==> src/rtl/order_manager.sv <==
// order_manager: turns accepted trading decisions into single-lot orders, enforcing a net
// position limit, post-order cooldown and a latched kill halt. Define ORDER_MGR_FLATTEN_EN to flatten on kill.
module order_manager #(
  parameter logic signed [31:0] BUY_THRESH   = 32'sh0000_8000,
  parameter logic signed [31:0] SELL_THRESH  = 32'shFFFF_8000,
  parameter logic signed [31:0] LOT_SIZE     = 32'sh0001_0000,
  parameter logic signed [31:0] POS_LIMIT    = 32'sh000A_0000,
  parameter int                 COOLDOWN_CYC = 4
) (
  input  logic        clk,
  input  logic        rst_n,
  input  logic        in_valid,
  output logic        in_ready,
  input  logic [31:0] signal_in,
  input  logic        allow_trade,
  input  logic        kill_switch,
  output logic        ord_valid,
  input  logic        ord_ready,
  output logic        ord_side,
  output logic [31:0] ord_qty,
  output logic [15:0] ord_id,
  output logic [31:0] position_out,
  output logic        halted,
  input  logic        halt_clear
);

  localparam int CW = (COOLDOWN_CYC > 1) ? $clog2(COOLDOWN_CYC) : 1;
  localparam logic signed [32:0] LIM_P   = 33'(POS_LIMIT);
  localparam logic signed [32:0] LIM_N   = -LIM_P;
  localparam logic signed [32:0] LOT_EXT = 33'(LOT_SIZE);

  typedef enum logic [2:0] {
    IDLE,
    DECIDE,
    ISSUE,
    COOLDOWN,
`ifdef ORDER_MGR_FLATTEN_EN
    FLATTEN,
`endif
    HALT
  } state_t;

  state_t             state, state_d;
  logic signed [31:0] sig_q, pos_q, qty_q;
  logic               allow_q, kill_q, side_q;
  logic [15:0]        id_q;
  logic [CW-1:0]      cnt_q;
  logic signed [32:0] pos_plus, pos_minus;
  logic               buy_ok, sell_ok;

  // Position +/- one lot at 33 bits so limit checks can never wrap
  assign pos_plus  = 33'(pos_q) + LOT_EXT;
  assign pos_minus = 33'(pos_q) - LOT_EXT;
  assign buy_ok    = (sig_q >= BUY_THRESH)  && (pos_plus  <= LIM_P);
  assign sell_ok   = (sig_q <= SELL_THRESH) && (pos_minus >= LIM_N);

  always_comb begin
    state_d = state;
    case (state)
      IDLE:     if (in_valid) state_d = DECIDE;
      DECIDE: begin
        if (kill_q) begin
`ifdef ORDER_MGR_FLATTEN_EN
          state_d = (pos_q != '0) ? FLATTEN : HALT;
`else
          state_d = HALT;
`endif
        end else if (allow_q && (buy_ok || sell_ok)) begin
          state_d = ISSUE;
        end else begin
          state_d = IDLE;
        end
      end
      ISSUE:    if (ord_ready) state_d = (COOLDOWN_CYC > 0) ? COOLDOWN : IDLE;
      COOLDOWN: if (cnt_q == '0) state_d = IDLE;
`ifdef ORDER_MGR_FLATTEN_EN
      FLATTEN:  if (ord_ready) state_d = HALT;
`endif
      HALT:     if (halt_clear) state_d = IDLE;
      default:  state_d = IDLE;
    endcase
  end

  always_ff @(posedge clk or negedge rst_n) begin
    if (!rst_n) begin
      state   <= IDLE;
      sig_q   <= '0;
      allow_q <= 1'b0;
      kill_q  <= 1'b0;
      side_q  <= 1'b0;
      qty_q   <= '0;
      id_q    <= '0;
      pos_q   <= '0;
      cnt_q   <= '0;
    end else begin
      state <= state_d;
      case (state)
        IDLE: begin
          if (in_valid) begin
            sig_q   <= signed'(signal_in);
            allow_q <= allow_trade;
            kill_q  <= kill_switch;
          end
        end
        DECIDE: begin
          side_q <= buy_ok;
          qty_q  <= LOT_SIZE;
`ifdef ORDER_MGR_FLATTEN_EN
          // Flatten order closes the whole position in one transfer
          if (kill_q) begin
            side_q <= pos_q[31];
            qty_q  <= pos_q[31] ? -pos_q : pos_q;
          end
`endif
        end
        ISSUE: begin
          if (ord_ready) begin
            pos_q <= side_q ? (pos_q + LOT_SIZE) : (pos_q - LOT_SIZE);
            id_q  <= id_q + 16'd1;
            cnt_q <= CW'(COOLDOWN_CYC - 1);
          end
        end
        COOLDOWN: if (cnt_q != '0) cnt_q <= cnt_q - 1'b1;
`ifdef ORDER_MGR_FLATTEN_EN
        FLATTEN: begin
          if (ord_ready) begin
            pos_q <= '0;
            id_q  <= id_q + 16'd1;
          end
        end
`endif
        default: ;
      endcase
    end
  end

  assign in_ready     = (state == IDLE);
`ifdef ORDER_MGR_FLATTEN_EN
  assign ord_valid    = (state == ISSUE) || (state == FLATTEN);
`else
  assign ord_valid    = (state == ISSUE);
`endif
  assign halted       = (state == HALT);
  assign ord_side     = side_q;
  assign ord_qty      = qty_q;
  assign ord_id       = id_q;
  assign position_out = pos_q;

endmodule

==> config.mk <==
export PLATFORM = sky130hd
export DESIGN_NAME = order_manager
export DESIGN_NICKNAME = d
export VERILOG_FILES = /design/src/rtl/order_manager.sv
export SDC_FILE = /design/constraint.sdc
export NUM_CORES = 1
export LEC_CHECK = 0
export CELL_PAD_IN_SITES_DETAIL_PLACEMENT = 1
export CELL_PAD_IN_SITES_GLOBAL_PLACEMENT = 1
export CORE_MARGIN = 5
export CORE_UTILIZATION = 37
export DETAILED_ROUTE_END_ITERATION = 8
export PLACE_DENSITY = 0.83
export SKIP_LAST_GASP = 1
export SLEW_MARGIN = 20
export SYNTH_ARGS = -nofsm -noshare
export SYNTH_HDL_FRONTEND = slang
export SYNTH_SLANG_ARGS = --single-unit
==> constraint.sdc <==
create_clock -name clk -period 3.12 [get_ports clk]
set_input_delay 0.624 -clock clk [delete_from_list [all_inputs] [get_ports clk]]
set_output_delay 0.624 -clock clk [all_outputs]
set_load 0.01 [all_outputs]
# Yosys cells after proc, flatten, opt, wreduce, memory -nomap -nowiden
# Cells that the tools add are included.
[op_classes] n_addsub=6 n_mul=0 div_mod_pow=0 magnitude_cmp=4 n_eq_ne=9 shifts=0 n_mux=11 n_bitwise=0 reduce_logical=12
[ops] op="32-bit by 18-bit adder with 33-bit output (second input constant)" n=1
[ops] op="33-bit by 21-bit >= comparator with 1-bit output (second input constant)" n=1
[ops] op="33-bit by 21-bit <= comparator with 1-bit output (second input constant)" n=1
[ops] op="32-bit by 18-bit subtractor with 33-bit output (second input constant)" n=1
[ops] op="32-bit by 18-bit adder with 32-bit output (second input constant)" n=1
[ops] op="32-bit by 17-bit >= comparator with 1-bit output (second input constant)" n=1
[ops] op="32-bit by 16-bit <= comparator with 1-bit output (second input constant)" n=1
[ops] op="32-bit 2-to-1 mux" n=1
[ops] op="32-bit by 18-bit subtractor with 32-bit output (second input constant)" n=1
[ops] op="16-bit by 1-bit adder with 16-bit output (second input constant)" n=1
[ops] op="3-bit 2-to-1 mux" n=5
[ops] op="3-bit one-hot mux with 5 select lines" n=1
[ops] op="3-bit by 2-bit == test with 1-bit output (second input constant)" n=2
[ops] op="2-bit 2-to-1 mux" n=3
[ops] op="2-bit inequality test (second input constant)" n=3
[ops] op="2-bit by 1-bit inequality test with 1-bit output (second input constant)" n=2
[ops] op="2-bit one-hot mux with 2 select lines" n=1
[ops] op="2-bit AND reduction" n=2
[ops] op="4-bit AND reduction" n=1
[ops] op="2-bit nonzero test" n=2
[ops] op="3-bit by 1-bit == test with 1-bit output (second input constant)" n=1
[ops] op="3-bit == test (second input constant)" n=1
[ops] op="1-bit logical AND" n=3
[ops] op="3-bit logical NOT" n=1
[ops] op="other kinds (4)" n=4
[totals] register_bits=89 latchBits=0 ram_bits=0 mem_bits_ro=0 output_inout_bits=84 elab_cells=51 mem_count=0

# Depth between registers and ports, before layout
[depth] depth_word=8 ltp_mapped=10 depth_no_buf=10

# Worst setup path before layout
# No wires, ideal clock.
[synth_path] kind="reg2reg" start="reg side_q (netlist: ord_side)" end="reg pos_q[31] (netlist: position_out[31])" arrival_ns=2.701 required_time_ns=3.040 path_slack_ns=0.338 stages_incl_launch_ff=11 path_buffers=0 synth_period_minus_slack_ns=2.782 cell_sequence="dfrtp_1 > inv_1 > ha_1 > a211oi_1 > nor2_1 > o41ai_2 > a211oi_1 > o41ai_1 > o21ai_0 > a21oi_1 > xnor2_1"
[synth_via] elab_chain_len=1
[synth_rtl] item="from (decl)" line_no="45" text="logic allow_q, kill_q, side_q;"
[synth_rtl] item="from (signal assigned)" line_no="106" text="side_q <= buy_ok;"
[synth_rtl] item="32-bit 2-to-1 mux" line_no="118" text="pos_q <= side_q ? (pos_q + LOT_SIZE) : (pos_q - LOT_SIZE);"
[synth_rtl] item="to (signal assigned)" line_no="118"
[synth_rtl] item="to (decl)" line_no="44" text="logic signed [31:0] sig_q, pos_q, qty_q;"
# No other way between the ends.
# A chain may end at the register's enable or synchronous reset.

# Final worst setup path
[layout_path] start="reg pos_q[16] (netlist: position_out[16])" end="reg state[1]"
[layout_via] elab_chain_len=8 word_cells_on_any_way=11
[layout_rtl] item="32-bit by 18-bit adder with 33-bit output / 32-bit by 18-bit subtractor with 33-bit output (equally long branches)" line_no="52, 53"
[layout_rtl] item="33-bit by 21-bit <= comparator with 1-bit output / 33-bit by 21-bit >= comparator with 1-bit output (equally long branches)" line_no="54, 55"
[layout_rtl] item="1-bit logical AND (on tied branches)" line_no="54, 55"
[layout_rtl] item="1-bit logical OR (*)" line_no="68" text="end else if (allow_q && (buy_ok || sell_ok)) begin"
[layout_rtl] item="1-bit logical AND (*)" line_no="68"
[layout_rtl] item="2-bit 2-to-1 mux (*)" line_no="68"
[layout_rtl] item="3-bit 2-to-1 mux (*)" line_no="62" text="if (kill_q) begin"
[layout_rtl] item="3-bit one-hot mux with 5 select lines (*)" line_no="59" text="case (state)"
[layout_rtl] item="to (signal assigned)" line_no="96" text="state <= state_d;"
[layout_rtl] item="to (decl)" line_no="43" text="state_t state, state_d;"
# Every way passes the cells marked *; elsewhere a longest branch is shown, timed or not.

==> out/results.ini <==
[sta]
fin_skew_ns=0.00672
drv_slew=0
setup_viol=0
period_needed_ns=2.80
fin_crit_sh_pct=89.6
final-hold-violation-count=0
fin_ws_ns=0.324
timing.fmax_mhz=358
rsz0062_at_grt=false
finalSetupTns_ns=0

[synth]
synthMostInstantiatedCell=dfrtp_1
synthFlopType=dfrtp_1
synth_common_cells=dfrtp_1, buf_4, nand2_1
synth_warnings=0
avgSynthCellArea_um2=9.78
synth_area_um2=4550
synth_top_area_cell=dfrtp_1
yosysSeqAreaShare_pct=40.2
ys_seq_elements=73
synth-edff-count=0
async_flop_share_pct=100
synth.top_cell.area_share_pct=40.2
synthTopCellsByArea=dfrtp_1, mux2_2, buf_4
synth.distinct_cells=58
syn_inst=465

[global_routing]
grt_usage_pct=16.1
grt_overflow=0
grt_max_degree=74
grt_pass1_wl_um=19100
grt_pass1_vias=3863
grt_antenna_before_repair=0

[power]
peakVddDrop_v=0.000358
power_density_nw_per_um2=968
p_leak_uw=0.00238

[cts]
htree_num_levels=3
cts_tree=built
cts_buffers=9
cts_max_path_buffers=2
ctsHoldBuffers=0
cts_sinks=73
clock_latency_ns=0.34
root_buffer=clkbuf_16
path_clk_slew_ns=0.06

[setup_path]
worst-path-max-fanout=11
cp.arrival_ns=3.03
critPathKind=flop to flop
crit_required_ns=3.36
end_kind=flop
critical_path.startpoint_type=flop

[floorplan]
io_pins=123
die_x_um=121
core-area_um2=12000
num_rows=40
start_util_pct=37.9
dieArea_um2=14600
die_h_um=121

[run]
max_cap_viol_count=0

[layout]
drive_gt1_share_pct=13.7
nFillCells=1386
diodes=0
finish.utilization_pct=46.5
final_nets=608
syn_to_final_growth_pct=22.9
regArea_um2=1830
multi_input_area_um2=2420

[routing]
drt_iter0_markers=196
ant_nets=0
routed_wirelength_um=11400
via_count=3631
vias_per_cell=5.19
dr.pass1.iters=4
wire_per_inst_um=16.2
drc=0

[place]
portBuffers=75
place_ws_ns=0.274
dpl.hpwl_um=8670
gp_congestion=0.874

[hold_path]
hold_path_class=input pin to asynchronous set/reset pin

[run_status]
status=finished, final reports clean

## logic make-up (layout without fill, tap and decap cells)
logic type               Yosys count  in the layout  share of synthesized area [%]
XOR/XNOR                          30             30                           5.78
AO/OA/AOI/OAI                     76             76                           11.3
other                              1             47                         0.0825
flip-flops                        73             73                           40.2
adder cells (fa/ha/maj)           21             21                           5.94
buffers and inverters             71            113                           10.5
AND/OR/NAND/NOR                  156            156                           17.2
multiplexers                      37             37                           9.11
## cell type report
cell class                      instances  share of cell area (%)
Clock buffer                            9                    4.03
Clock inverter                          7                   0.806
Inverter                               11                   0.739
Multi-Input combinational cell        367                    43.4
Sequential cell                        73                    32.7
Tap cell                              147                    3.29
Timing Repair Buffer                   86                    15.1
## per-layer routing
layer  vias to the layer above  wire, µm  global-route usage (%)
li1                       1728         -                       -
met1                      1784      4680                    19.3
met2                       101      5830                    28.1
met3                        18       631                    4.10
met4                         0       223                    5.52
met5                         -         0                       0
## cells in the final DEF, fill, tap and decap left out, types with 3 or more instances in the layout
cell / instances
nor4_1: 10
and2_1: 4
o41ai_2: 3
nor2_1: 32
nand2_1: 48
nand4_1: 10
xor2_1: 10
clkinv_2: 4
nor3_1: 14
ha_1: 20
dfrtp_1: 73
buf_4: 10
nand3_1: 15
clkbuf_16: 9
o21ai_0: 24
and3_1: 3
a21oi_1: 14
clkdlybuf4s50_1: 74
mux2_2: 35
a31oi_1: 5
a211oi_1: 5
inv_1: 11
a21o_1: 4
xnor2_1: 20
nand2b_1: 5
o31ai_1: 3
conb_1: 47
## flip-flops by register name, indices dropped and copies added, names as in the netlist
name,flops
cnt_q,2
ord_side,1
kill_q,1
state,3
ord_qty,1
allow_q,1
position_out,16
ord_id,16
sig_q,32
## stage by stage
stage	hold slack (ns)	total power, µW	std cells	cell area, µm²
after floorplan	0.328	3610	511	4720
after global placement	0.456	4320	684	5310
after global routing	0.346	5850	700	5590
after CTS	0.328	5440	700	5580
after detailed placement	0.461	4440	684	5310
final	0.297	5410	700	5590
## power by group
| part | total (µW) | switching [µW] | internal, µW |
|---|---|---|---|
| clock network | 945 | 409 | 536 |
| logic | 2670 | 1350 | 1320 |
| registers | 1790 | 475 | 1320 |
| total | 5410 | 2230 | 3180 |
## final timing paths
check	from	endpoint	slack (ns)	cells after the start
setup / recovery	position_out[16]$_DFFE_PN0P_	state[1]$_DFFE_PN0P_	0.32	9
hold / removal	rst_n	sig_q[11]$_DFFE_PN0P_	0.30	2
setup reg to reg	position_out[16]$_DFFE_PN0P_	state[1]$_DFFE_PN0P_	0.32	9
hold reg to reg	ord_id[15]$_DFFE_PN0P_	ord_id[15]$_DFFE_PN0P_	0.47	1
max in group asynchronous	rst_n	ord_id[8]$_DFFE_PN0P_	2.48	2
min in group clk	ord_id[15]$_DFFE_PN0P_	ord_id[15]$_DFFE_PN0P_	0.47	1
## worst max-delay path: stages, from the launching register on
cell and delay [ns]:
dfrtp_1 0.59, ha_1 0.27, nand3_1 0.20, nor2_1 0.25, mux2i_1 0.23, a21oi_1 0.09, or4_4 0.54, a221oi_2 0.28
a31oi_1 0.08, o41ai_2 0.19
## what timing repair did
item | 4_1_cts | 5_1_grt
endpoints found under the setup margin | 0 | 1
endpoints found under the hold margin | 0 | 0
resized for setup | 0 | 1
buffers inserted | 0 | 0
No activity file was read; power rests on OpenSTA's default activity.
==> patch 1 (same settings) <==
Add a define of `ORDER_MGR_FLATTEN_EN`.
--- a/src/rtl/order_manager.sv
+++ b/src/rtl/order_manager.sv
@@ -1,5 +1,7 @@
 // order_manager: turns accepted trading decisions into single-lot orders, enforcing a net
 // position limit, post-order cooldown and a latched kill halt. Define ORDER_MGR_FLATTEN_EN to flatten on kill.
+`define ORDER_MGR_FLATTEN_EN
+
 module order_manager #(
   parameter logic signed [31:0] BUY_THRESH   = 32'sh0000_8000,
   parameter logic signed [31:0] SELL_THRESH  = 32'shFFFF_8000,
Behaviour: not the same (a bounded check fails within 4 cycles, from zero or initial values and one cycle with rst_n low).
==> patch 1 against the original RTL <==
- hold slack improved by 0.061 ns
- worst setup slack improved by 0.075 ns
- sequential cell count rose by 16
- wire length rose by 50%
- area after synthesis rose by 25%
- critical path depth fell by 6
- cell area rose by 27%
- power rose by 38%
- largest cell class unchanged
==> patch 1: results (changes against the original RTL) <==
** Global routing
- The first-pass GRT wire length was 27.25 mm (was 19.09 mm).
- GRT Util Overall :: 18.96% (was 16.11%)
- Number of global-route vias before repair :: 5062 (was 3863)
- Maximum number of pins on one net before global-route repair :: 63 (was 74)

** Placement
- The sum of net half-perimeters after detailed placement came to 12.77 mm (was 8.673 mm).
- The number of input and output port buffers inserted came to 105 (was 75).
- Placed instance area :: 6770 um2 (was 5309 um2)
- Place WS :: 0.5317 ns (was 0.2741 ns)
- RD Place Congestion :: 0.9197 (was 0.8737)

** Worst setup path
- The arrival time reported for the critical path endpoint is 2.10 ns (was 3.03 ns).
- Worst setup startpoint :: state[2]$_DFFE_PN0P_ (was position_out[16]$_DFFE_PN0P_)
- Library cell contributing the largest single delay on the critical path :: sky130_fd_sc_hd__clkdlybuf4s50_1 (was sky130_fd_sc_hd__dfrtp_1)
- Biggest fanout along the worst timing path :: 13 (was 11)
- The register-to-register path setup slack came to 0.49 ns (was 0.32 ns).
- The family with the most delay on the worst path is buffers and inverters (was simple AND/OR/NAND/NOR gates).
- Largest stage delay on the critical path :: 0.64 ns (was 0.59 ns)

** Layout
- The net total in the final layout came to 737 (was 608).
- The share of final-layout standard cells stronger than drive strength 1 was 12.17% (was 13.74%).
- Layout overhead on the synthesized area :: 24.43% (was 22.87%)
- The fill cell instance count of the final layout is 1711 (was 1386).

** Power
- Maximum vdd drop :: 0.3692 mV (was 0.3580 mV)

** STA
- Max Fclk :: 367.5 MHz (was 357.6 MHz)
- The final setup skew is 0.01087 ns (was 0.006722 ns).

** Synthesis
- The number of distinct library cells after synthesis is 76 (was 58).
- The part of the Yosys area used for sequential elements is 39.18% (was 40.18%).
- Most frequent cells after synthesis: 89 x sky130_fd_sc_hd__dfrtp_1, 57 x sky130_fd_sc_hd__nand2_1, 36 x sky130_fd_sc_hd__o21ai_0, 34 x sky130_fd_sc_hd__buf_4, 34 x sky130_fd_sc_hd__mux2_2 (was 73 x sky130_fd_sc_hd__dfrtp_1, 48 x sky130_fd_sc_hd__buf_4, 48 x sky130_fd_sc_hd__nand2_1, 35 x sky130_fd_sc_hd__mux2_2, 32 x sky130_fd_sc_hd__nor2_1).

** Run status
- Run status :: finished, final reports clean (unchanged)

** Route
- The iteration-0 DRC count of the detailed router is 278 (was 196).
- Vias per std cell :: 5.546 (was 5.187)
- Routed wire length per instance :: 19.57 um (was 16.24 um)
patch 1: power by group:
part           leakage [nW]  internal [mW]  switching, mW  total (mW)
Sequential             1.15           1.59          0.602        2.19
Combinational          1.67           1.94           2.21        4.14
Clock                 0.148          0.633          0.494        1.13
Total                  2.97           4.16           3.30        7.47
patch 1: metal layers:
| metal | track usage (%) | share of wire (%) |
|---|---|---|
| met5 | 0 | 0 |
| met4 | 7.886 | 2.8 |
| met3 | 3.488 | 5.6 |
| met2 | 32.00 | 49 |
| met1 | 23.93 | 42 |
patch 1: layout make-up:
type,count,share of cell area (%)
timing repair buffer,120,16.59
sequential,89,31.49
multi-input combinational,443,43.57
tap,188,3.326
inverter,14,0.7430
clock buffer,10,3.237
clock inverter,6,1.044
patch 1: worst min path at each step:
stage	end	depth (start not counted)
2_1_floorplan	allow_q$_DFFE_PN0P_	0
3_3_place_gp	ord_id[15]$_DFFE_PN0P_	1
3_5_place_dp	ord_id[15]$_DFFE_PN0P_	1
4_1_cts	ord_id[13]$_DFFE_PN0P_	1
5_1_grt	ord_id[13]$_DFFE_PN0P_	1
6_report	ord_id[13]$_DFFE_PN0P_	1
patch 1: stage by stage:
| step | instances | hold slack (ns) |
|---|---|---|
| after floorplan | 607 | 0.3284 |
| after global placement | 854 | 0.4616 |
| after detailed placement | 854 | 0.4714 |
| after CTS | 870 | 0.3924 |
| after global routing | 870 | 0.4405 |
| final | 870 | 0.3573 |
patch 1: cell families (layout without fill, tap and decap cells):
| logic type | count (synthesis) | in the layout | synth area share [%] |
|---|---|---|---|
| flip-flops | 89 | 89 | 39.18 |
| XOR/XNOR | 36 | 36 | 5.547 |
| buffers and inverters | 75 | 150 | 7.660 |
| AND/OR/NAND/NOR | 202 | 202 | 19.55 |
| AO/OA/AOI/OAI | 126 | 126 | 15.19 |
| other | 1 | 17 | 0.06597 |
| multiplexers | 41 | 41 | 8.056 |
| adder cells (fa/ha/maj) | 21 | 21 | 4.755 |
==> patch 2 (same settings) <==
Made on the original files. The 5 states of `state_t` get a one-hot encoding in 5 bits.
--- a/src/rtl/order_manager.sv
+++ b/src/rtl/order_manager.sv
@@ -29,15 +29,15 @@
   localparam logic signed [32:0] LIM_N   = -LIM_P;
   localparam logic signed [32:0] LOT_EXT = 33'(LOT_SIZE);
 
-  typedef enum logic [2:0] {
-    IDLE,
-    DECIDE,
-    ISSUE,
-    COOLDOWN,
+  typedef enum logic [4:0] {
+    IDLE     = 5'b00001,
+    DECIDE   = 5'b00010,
+    ISSUE    = 5'b00100,
+    COOLDOWN = 5'b01000,
 `ifdef ORDER_MGR_FLATTEN_EN
     FLATTEN,
 `endif
-    HALT
+    HALT     = 5'b10000
   } state_t;
 
   state_t             state, state_d;
Behaviour: no difference found for any inputs over 10 cycles, from zero or initial values and one cycle with rst_n low; not proved beyond that.
==> patch 2 against the original RTL <==
- area after synthesis increased by 6.2%
- highest routed layer unchanged
- power increased by 0.56%
- cell area increased by 5.5%
- critical path type unchanged
- wire length increased by 15%
- sequential cell count increased by 2
- synthesized cell count increased by 23%
- maximum frequency increased by 1.4%
- worst setup slack improved by 0.039 ns
==> patch 2: results (changes against the original RTL) <==
** Run status
- Run status :: finished, final reports clean (unchanged)

** Worst setup path
- The destination of the worst register-to-register timing path is position_out[31]$_DFFE_PN0P_ (was state[1]$_DFFE_PN0P_).
- The cell count of the worst reg-to-reg path came to 10 (was 9).
- The longest individual stage delay on the worst path is 0.47 ns (was 0.59 ns).
- The reg-to-reg critical path startpoint was ord_side$_DFFE_PN0P_ (was position_out[16]$_DFFE_PN0P_).
- The peak fanout along the critical path came to 8 (was 11).
- The family with the most delay on the worst path was compound AO/OA/AOI/OAI gates (was simple AND/OR/NAND/NOR gates).
- Crit path DAT :: 2.97 ns (was 3.03 ns)

** Placement
- RD Place Congestion :: 0.8687 (was 0.8737)
- The sum of net half-perimeters after detailed placement was 9.860 mm (was 8.673 mm).

** Power
- The worst-case vdd ir drop came to 0.3950 mV (was 0.3580 mV).
- Reported leakage power :: 2.678 nW (was 2.376 nW)

** Route
- The wire length on met3 is 476 um (was 631 um).
- The met1 wire length is 5.553 mm (was 4.683 mm).
- Via total after detailed routing :: 4181 (was 3631)
- The iteration-0 DRC count of the detailed router came to 243 (was 196).

** Global routing
- GRT met3 Usage :: 3.645% (was 4.103%)
- The pin count of the biggest net entering global routing was 76 (was 74).
- Met1 usage in global routing :: 19.81% (was 19.25%)
- The first-pass GRT wire length was 21.86 mm (was 19.09 mm).
- The met2 routing resource usage after global routing came to 30.31% (was 28.07%).
- GRT Util Overall :: 16.59% (was 16.11%)

** STA
- Clock Skew :: 0.005887 ns (was 0.006722 ns)

** Synthesis
- Leading cell types by total area after synthesis: sky130_fd_sc_hd__dfrtp_1 38%, sky130_fd_sc_hd__nand2_1 11%, sky130_fd_sc_hd__buf_4 7.6%, sky130_fd_sc_hd__ha_1 5.2%, sky130_fd_sc_hd__xnor2_1 2.9% (was sky130_fd_sc_hd__dfrtp_1 40%, sky130_fd_sc_hd__mux2_2 8.7%, sky130_fd_sc_hd__buf_4 7.9%, sky130_fd_sc_hd__ha_1 5.5%, sky130_fd_sc_hd__nand2_1 4.0%).

** Layout
- Net count, final :: 699 (was 608)
-- patch 2: changes by cell type after synthesis, moves of 4 or more --
cell                       unedited run  this run
sky130_fd_sc_hd__nand2_1             48       144
sky130_fd_sc_hd__mux2_2              35         2
sky130_fd_sc_hd__clkbuf_1             5        17
sky130_fd_sc_hd__nor3_1              14         8
sky130_fd_sc_hd__xor2_1              10        16
sky130_fd_sc_hd__o211ai_1             1         6
sky130_fd_sc_hd__buf_2                0         4
sky130_fd_sc_hd__o21a_1               0         4
sky130_fd_sc_hd__xnor2_1             20        16
-- patch 2: stage by stage --
step           worst slack, ns  area (um2)  cells  hold slack (ns)
2_1_floorplan           0.4097        5001    616           0.3284
3_3_place_gp            0.3714        5568    800           0.4305
3_5_place_dp            0.3061        5568    800           0.4466
4_1_cts                 0.2919        5887    816           0.3359
5_1_grt                0.04098        5893    816           0.3435
6_report                0.3629        5893    816           0.2954
-- patch 2: cell type report --
type                    instances  area (um2)
clock buffers                  10       229.0
clock inverters                 6       90.09
fillers                      1558        6829
inverters                      14       52.55
multi-input cells             455        2603
flip-flops and latches         75        1878
well taps                     172       215.2
repair buffers                 84       825.8
-- patch 2: cells by family after synthesis --
| family | share of synthesized area [%] |
|---|---|
| AND/OR/NAND/NOR | 25.11 |
| buffers and inverters | 10.91 |
| multiplexers | 0.6737 |
| XOR/XNOR | 5.804 |
| AO/OA/AOI/OAI | 12.93 |
| flip-flops | 38.90 |
| other | 0.07767 |
| adder cells (fa/ha/maj) | 5.597 |
-- patch 2: power by group --
part	switching [mW]	leakage (nW)	internal [mW]
Clock	0.404	0.153	0.702
Sequential	0.460	0.959	1.31
Combinational	1.41	1.57	1.15
Total	2.28	2.68	3.16
